[src/rtl/ifu_fetch_pkg.sv]
// rtl/ifu_fetch_pkg.sv - shared types and constants for the instruction fetch unit
package ifu_fetch_pkg;

    typedef enum logic [1:0] {
        ST_IDLE = 2'd0,
        ST_REQ  = 2'd1,
        ST_WAIT = 2'd2,
        ST_DONE = 2'd3
    } fetch_state_t;

    localparam logic [1:0] PC_S_INC = 2'd0;
    localparam logic [1:0] PC_S_BR  = 2'd1;
    localparam logic [1:0] PC_S_ALU = 2'd2;

    localparam logic [31:0] PC_STEP   = 32'd4;
    localparam logic [31:0] BR_PC_OFS = 32'd8;

    // Word offset of a branch: sign-extended imm24 scaled to bytes.
    function automatic logic [31:0] br_offset(input logic [23:0] imm24);
        return {{6{imm24[23]}}, imm24, 2'b00};
    endfunction

endpackage

[src/rtl/ifu_next_pc.sv]
// rtl/ifu_next_pc.sv - combinational next-PC select and branch target adder
module ifu_next_pc
    import ifu_fetch_pkg::*;
(
    input  logic [31:0] pc,
    input  logic [31:0] ir_pc,
    input  logic [1:0]  pc_s,
    input  logic [23:0] imm24,
    input  logic [31:0] alu_f,
    output logic [31:0] next_pc
);

    logic [31:0] br_target;

    // Branch base is the fetch address of the current instruction plus the pipeline offset.
    assign br_target = ir_pc + BR_PC_OFS + br_offset(imm24);

    always_comb begin
        next_pc = pc;
        case (pc_s)
            PC_S_INC: next_pc = pc + PC_STEP;
            PC_S_BR:  next_pc = br_target;
            PC_S_ALU: next_pc = {alu_f[31:2], 2'b00};
            default:  next_pc = pc;
        endcase
    end

endmodule

[src/rtl/ifu_fetch.sv]
// rtl/ifu_fetch.sv - PC/IR owner with variable-latency instruction memory handshake
// Optional fetch watchdog enabled by defining IFU_FETCH_TIMEOUT_EN.
module ifu_fetch
    import ifu_fetch_pkg::*;
#(
    parameter logic [31:0] RESET_PC       = 32'h0000_0000,
    parameter int          TIMEOUT_CYCLES = 64
) (
    input  logic        clk,
    input  logic        rst,
    input  logic        write_ir,
    input  logic        write_pc,
    input  logic [1:0]  pc_s,
    input  logic [23:0] imm24,
    input  logic [31:0] alu_f,
    output logic        imem_req,
    output logic [31:0] imem_addr,
    input  logic        imem_ack,
    input  logic [31:0] imem_rdata,
    output logic [31:0] I,
    output logic        W_IR_valid,
    output logic [31:0] pc,
    output logic [31:0] ir_pc,
    output logic        fetch_err
);

    fetch_state_t state;
    logic [31:0]  next_pc;

    ifu_next_pc u_next_pc (
        .pc      (pc),
        .ir_pc   (ir_pc),
        .pc_s    (pc_s),
        .imm24   (imm24),
        .alu_f   (alu_f),
        .next_pc (next_pc)
    );

`ifdef IFU_FETCH_TIMEOUT_EN
    localparam int CNT_W = $clog2(TIMEOUT_CYCLES + 1);

    logic [CNT_W-1:0] wait_cnt;
    logic             err_q;
    logic             timed_out;

    // Final unacknowledged cycle of the allowed window.
    assign timed_out = (wait_cnt == CNT_W'(TIMEOUT_CYCLES - 1));
    assign fetch_err = err_q;
`else
    logic unused_cfg;

    assign unused_cfg = (TIMEOUT_CYCLES > 0);
    assign fetch_err  = 1'b0;
`endif

    always_ff @(posedge clk or negedge rst) begin
        if (!rst) begin
            state      <= ST_IDLE;
            pc         <= RESET_PC;
            I          <= '0;
            ir_pc      <= '0;
            imem_req   <= 1'b0;
            imem_addr  <= '0;
            W_IR_valid <= 1'b0;
`ifdef IFU_FETCH_TIMEOUT_EN
            wait_cnt   <= '0;
            err_q      <= 1'b0;
`endif
        end else begin
            // PC update is independent of the fetch handshake.
            if (write_pc) begin
                pc <= next_pc;
            end

            case (state)
                ST_IDLE, ST_DONE: begin
                    if (write_ir) begin
                        imem_addr  <= {pc[31:2], 2'b00};
                        imem_req   <= 1'b1;
                        W_IR_valid <= 1'b0;
                        state      <= ST_REQ;
`ifdef IFU_FETCH_TIMEOUT_EN
                        wait_cnt   <= '0;
`endif
                    end else if (state == ST_IDLE) begin
                        W_IR_valid <= 1'b0;
                    end
                end
                ST_REQ, ST_WAIT: begin
                    if (imem_ack) begin
                        I          <= imem_rdata;
                        ir_pc      <= imem_addr;
                        imem_req   <= 1'b0;
                        W_IR_valid <= 1'b1;
                        state      <= ST_DONE;
`ifdef IFU_FETCH_TIMEOUT_EN
                    end else if (timed_out) begin
                        imem_req   <= 1'b0;
                        err_q      <= 1'b1;
                        state      <= ST_IDLE;
                    end else begin
                        wait_cnt   <= wait_cnt + 1'b1;
                        state      <= ST_WAIT;
`else
                    end else begin
                        state      <= ST_WAIT;
`endif
                    end
                end
                default: state <= ST_IDLE;
            endcase
        end
    end

endmodule

[config.mk]
export PLATFORM = sky130hd
export DESIGN_NAME = ifu_fetch
export DESIGN_NICKNAME = d
export VERILOG_FILES = /design/src/rtl/ifu_fetch_pkg.sv /design/src/rtl/ifu_next_pc.sv /design/src/rtl/ifu_fetch.sv
export SDC_FILE = /design/constraint.sdc
export NUM_CORES = 1
export LEC_CHECK = 0
export BUFFER_PORTS_ARGS = -buffer_cell sky130_fd_sc_hd__buf_4
export CORE_UTILIZATION = 47
export DETAILED_ROUTE_END_ITERATION = 8
export PLACE_DENSITY_LB_ADDON = 0.08
export SLEW_MARGIN = 20
export SYNTH_ARGS = -nofsm -noshare
export SYNTH_HDL_FRONTEND = slang
export SYNTH_SLANG_ARGS = --single-unit
[constraint.sdc]
create_clock -name clk -period 3.1 [get_ports clk]
set_input_delay 0.155 -clock clk [delete_from_list [all_inputs] [get_ports clk]]
set_output_delay 0.155 -clock clk [all_outputs]
set_load 0.01 [all_outputs]
==> summary.md <==
| Metric | Value |
|---|---|
| Outcome | `complete, but fails checks` |
| Commonest non-fill, non-tap cell in the layout | `buf_4` |
| Post-synth top area cell | `dfrtp_1` |
| Worst-Skew Late Latency | `0.42 ns` |
| Clock Path Buffers | `2` |
| EDFF count, synth | `0` |
| Largest net degree at the start of global routing | `115` |
| Clk root buf | `clkbuf_16` |
| Port Buffers | `216` |
| Initial core utilization | `49.0%` |
| Share of the synthesized area in the top cell type | `41.7%` |
| Initial antenna violation count | `0` |
| Synth cell types | `63` |
| Die Ht | `129 um` |
| R2r setup slk | `-0.04 ns` |
| Failing checks | `negative setup slack` |
| Total iterations of the first detailed-routing run | `5` |
| Post-DRT Antenna Nets | `0` |
| Layout area overhead | `40.9%` |
| CP arrival | `3.41 ns` |
| Via density | `5.61` |
| Layout Cells excl Fill | `1220` |
| Share of cells above drive strength 1 | `40.3%` |
| Mapped Area | `7560 sq um` |
| CP Launch Type | `flip-flop` |
| Mapped Avg Cell Area | `10.5 sq um` |
| Routed WL | `22200 um` |
| Core area | `15400 sq um` |
| Initial drt markers | `414` |
| WL/cell | `18.2 um` |
| Clock Pin Slew Worst Setup and Hold Paths | `0.06 ns` |
| Peak supply drop | `0.000659 V` |
| Dpl cell area | `9530 sq um` |
| Grt total ovfl | `0` |
| CP max FO | `3` |
| DRC | `0` |
| Worst r2r dst | `pc[31]` |
| Tcrit/Tclk final | `101%` |
| Achievable clock frequency | `0.319 GHz` |
| Vias | `6845` |
| Max-capacitance violation count | `0` |
| Worst Reg-to-Reg Cells | `16` |
| Fin area | `10700 sq um` |
| Final Hold Fails | `0` |
| Worst setup EP type | `flip-flop` |
| Critical Path End | `pc[31]` |
| Crit Path Category | `flip-flop to flip-flop` |
| Syn Inst Count | `723` |
| Fin crit period | `3.14 ns` |
| Pwr Density | `994 nW/um^2` |
| Launch point of the worst reg-to-reg path | `ir_pc[3]` |
| Part of the Yosys area used for sequential elements | `41.7%` |
| Worst Tran Pin Value | `1.23 ns` |
| Vias in the first global route | `6891` |
| Hold Crit Class | `input pin to flip-flop` |
| Max-slew headroom | `17.9%` |
| Final nets | `1153` |
| CTS tree | `yes` |
| DP Cell Count | `1145` |
| Critical path's largest stage delay | `0.41 ns` |
| Global-route wire length before repair | `34600 um` |
| H-tree Lvls | `4` |
| Final Worst Setup Slack | `-0.0356 ns` |
| Max-slew violation count | `0` |
| Leak pwr | `5.05 nW` |
| I/O pins | `226` |
| TritonCTS buffer count | `17` |
| Crit path cell chain | `inv_2 > ha_4 > inv_4 > ha_4 > inv_2 > fa_2 > nor2b_4 > o2111ai_2 > a211o_1 > a31oi_4 > o31ai_4 > a211oi_2 > buf_4 > a221oi_2 > xnor2_1 > o221ai_1` |
| Setup Skew | `0.00538 ns` |
| Unrepaired setup endpoints after global routing | `true` |
| Seq cells post-synth | `126` |
| Async SR Flop Fraction | `100%` |
| CTS sink count | `126` |
| Post-DP HPWL | `15400 um` |
| Ys flop type | `dfrtp_1` |
| Setup violations, final | `2` |
| Die area | `16600 sq um` |
| Slowest-stage cell, CP | `fa_2` |
| Row cnt | `45` |
| Synth area leaders | `dfrtp_1, mux2_2, ha_1` |
| Most frequent cells in the layout | `buf_4, dfrtp_1, mux2_2, ha_1, nor2_1` |
| CP required | `3.38 ns` |
| Crit path from | `ir_pc[3]` |
| Gr usage total | `27.1%` |
| Die Wd | `129 um` |
| Synthesis Warnings | `0` |
| RePlAce Congestion | `0.889` |
-- state kept, by name (all words and copies together), names as in the netlist --
register,flops
imem_req,1
I,32
ir_pc,30
imem_addr,30
pc,30
W_IR_valid,1
state,2
-- per-stage QoR --
step / hold slack (ns) / setup slack [ns] / util, % / total power (W) / TNS (ns)
2_1_floorplan: -0.141 / 0.0722 / - / 0.00617 / 0
3_3_place_gp: 0.364 / -0.139 / 61.8 / 0.00822 / -0.241
3_5_place_dp: 0.375 / -0.249 / 61.8 / 0.00839 / -0.721
4_1_cts: 0.0316 / -0.152 / 68.2 / 0.0104 / -0.377
5_1_grt: 0.0251 / -0.187 / 69.0 / 0.0113 / -0.564
6_report: 0.00622 / -0.0356 / 69.0 / 0.0106 / -0.0514
-- worst min-delay path by stage --
stage / start / end / slack (ns) / cells past startpoint
global route: alu_f[19] / pc[19] / 0.03 / 3
CTS: alu_f[19] / pc[19] / 0.03 / 3
floorplan: rst / I[0] / -0.14 / 0
finish: alu_f[21] / pc[21] / 0.006 / 3
detailed placement: write_ir / state[1] / 0.37 / 2
global placement: write_ir / state[1] / 0.36 / 2
-- synthesized netlist by cell type (11+ instances only) --
cell,number
a211oi_1,16
a221oi_1,23
ha_1,62
xor2_1,11
mux2_2,89
inv_1,20
nor2_1,52
o21ai_0,35
a21oi_1,39
nand2_1,48
clkbuf_1,27
nand3_1,32
dfrtp_1,126
xnor2_1,15
-- where the power goes --
part / total (W) / internal [W] / switching, W
logic: 0.00568 / 0.00296 / 0.00272
clock network: 0.00190 / 0.00113 / 0.000770
registers: 0.00301 / 0.00237 / 0.000637
total: 0.0106 / 0.00647 / 0.00412
-- logic make-up (layout without fill, tap and decap cells) --
logic type / count (synthesis) / in the layout / synth area share, %
AND/OR/NAND/NOR: 182 / 182 / 11.3
AO/OA/AOI/OAI: 170 / 170 / 15.9
flip-flops: 126 / 126 / 41.7
multiplexers: 96 / 96 / 14.2
adder cells (fa/ha/maj): 63 / 63 / 10.5
buffers and inverters: 59 / 338 / 3.29
XOR/XNOR: 26 / 26 / 3.01
other: 1 / 8 / 0.0496
-- what timing repair did --
action                                  in CTS  in global routing
pin swaps                                    4                 24
hold buffers                                36                  0
endpoints found under the hold margin      148                  0
buffers inserted                             3                  3
resized for setup                            8                 20
endpoints found under the setup margin      11                 12
-- per-layer routing --
layer | share of wire, % | track usage [%] | routed length (um) | up-vias
li1 | - | - | - | 3216
met1 | 41 | 33.4 | 9070 | 3295
met2 | 50 | 45.9 | 11100 | 291
met3 | 7.0 | 6.24 | 1550 | 43
met4 | 2.2 | 10.8 | 499 | 0
met5 | 0 | 0 | 0 | -
-- final cells by class --
type | instances | area [sq um]
Fill cell | 1224 | 4780
Multi-Input combinational cell | 544 | 4340
Sequential cell | 126 | 3150
Timing Repair Buffer | 286 | 2260
Clock buffer | 20 | 447
Tap cell | 211 | 264
Clock inverter | 12 | 114
Inverter | 20 | 77.6
Antenna cell | 1 | 2.50
-- critical path, delay by kind of cell, from the launching register on --
kind            cells  cell delay [ns]
compound gates      7             1.26
xor+xnor            1             0.14
fa+ha+maj           3             0.73
buf+inv             4             0.33
flops               1             0.38
simple gates        1             0.14
Power figures use the tool's default switching activity.
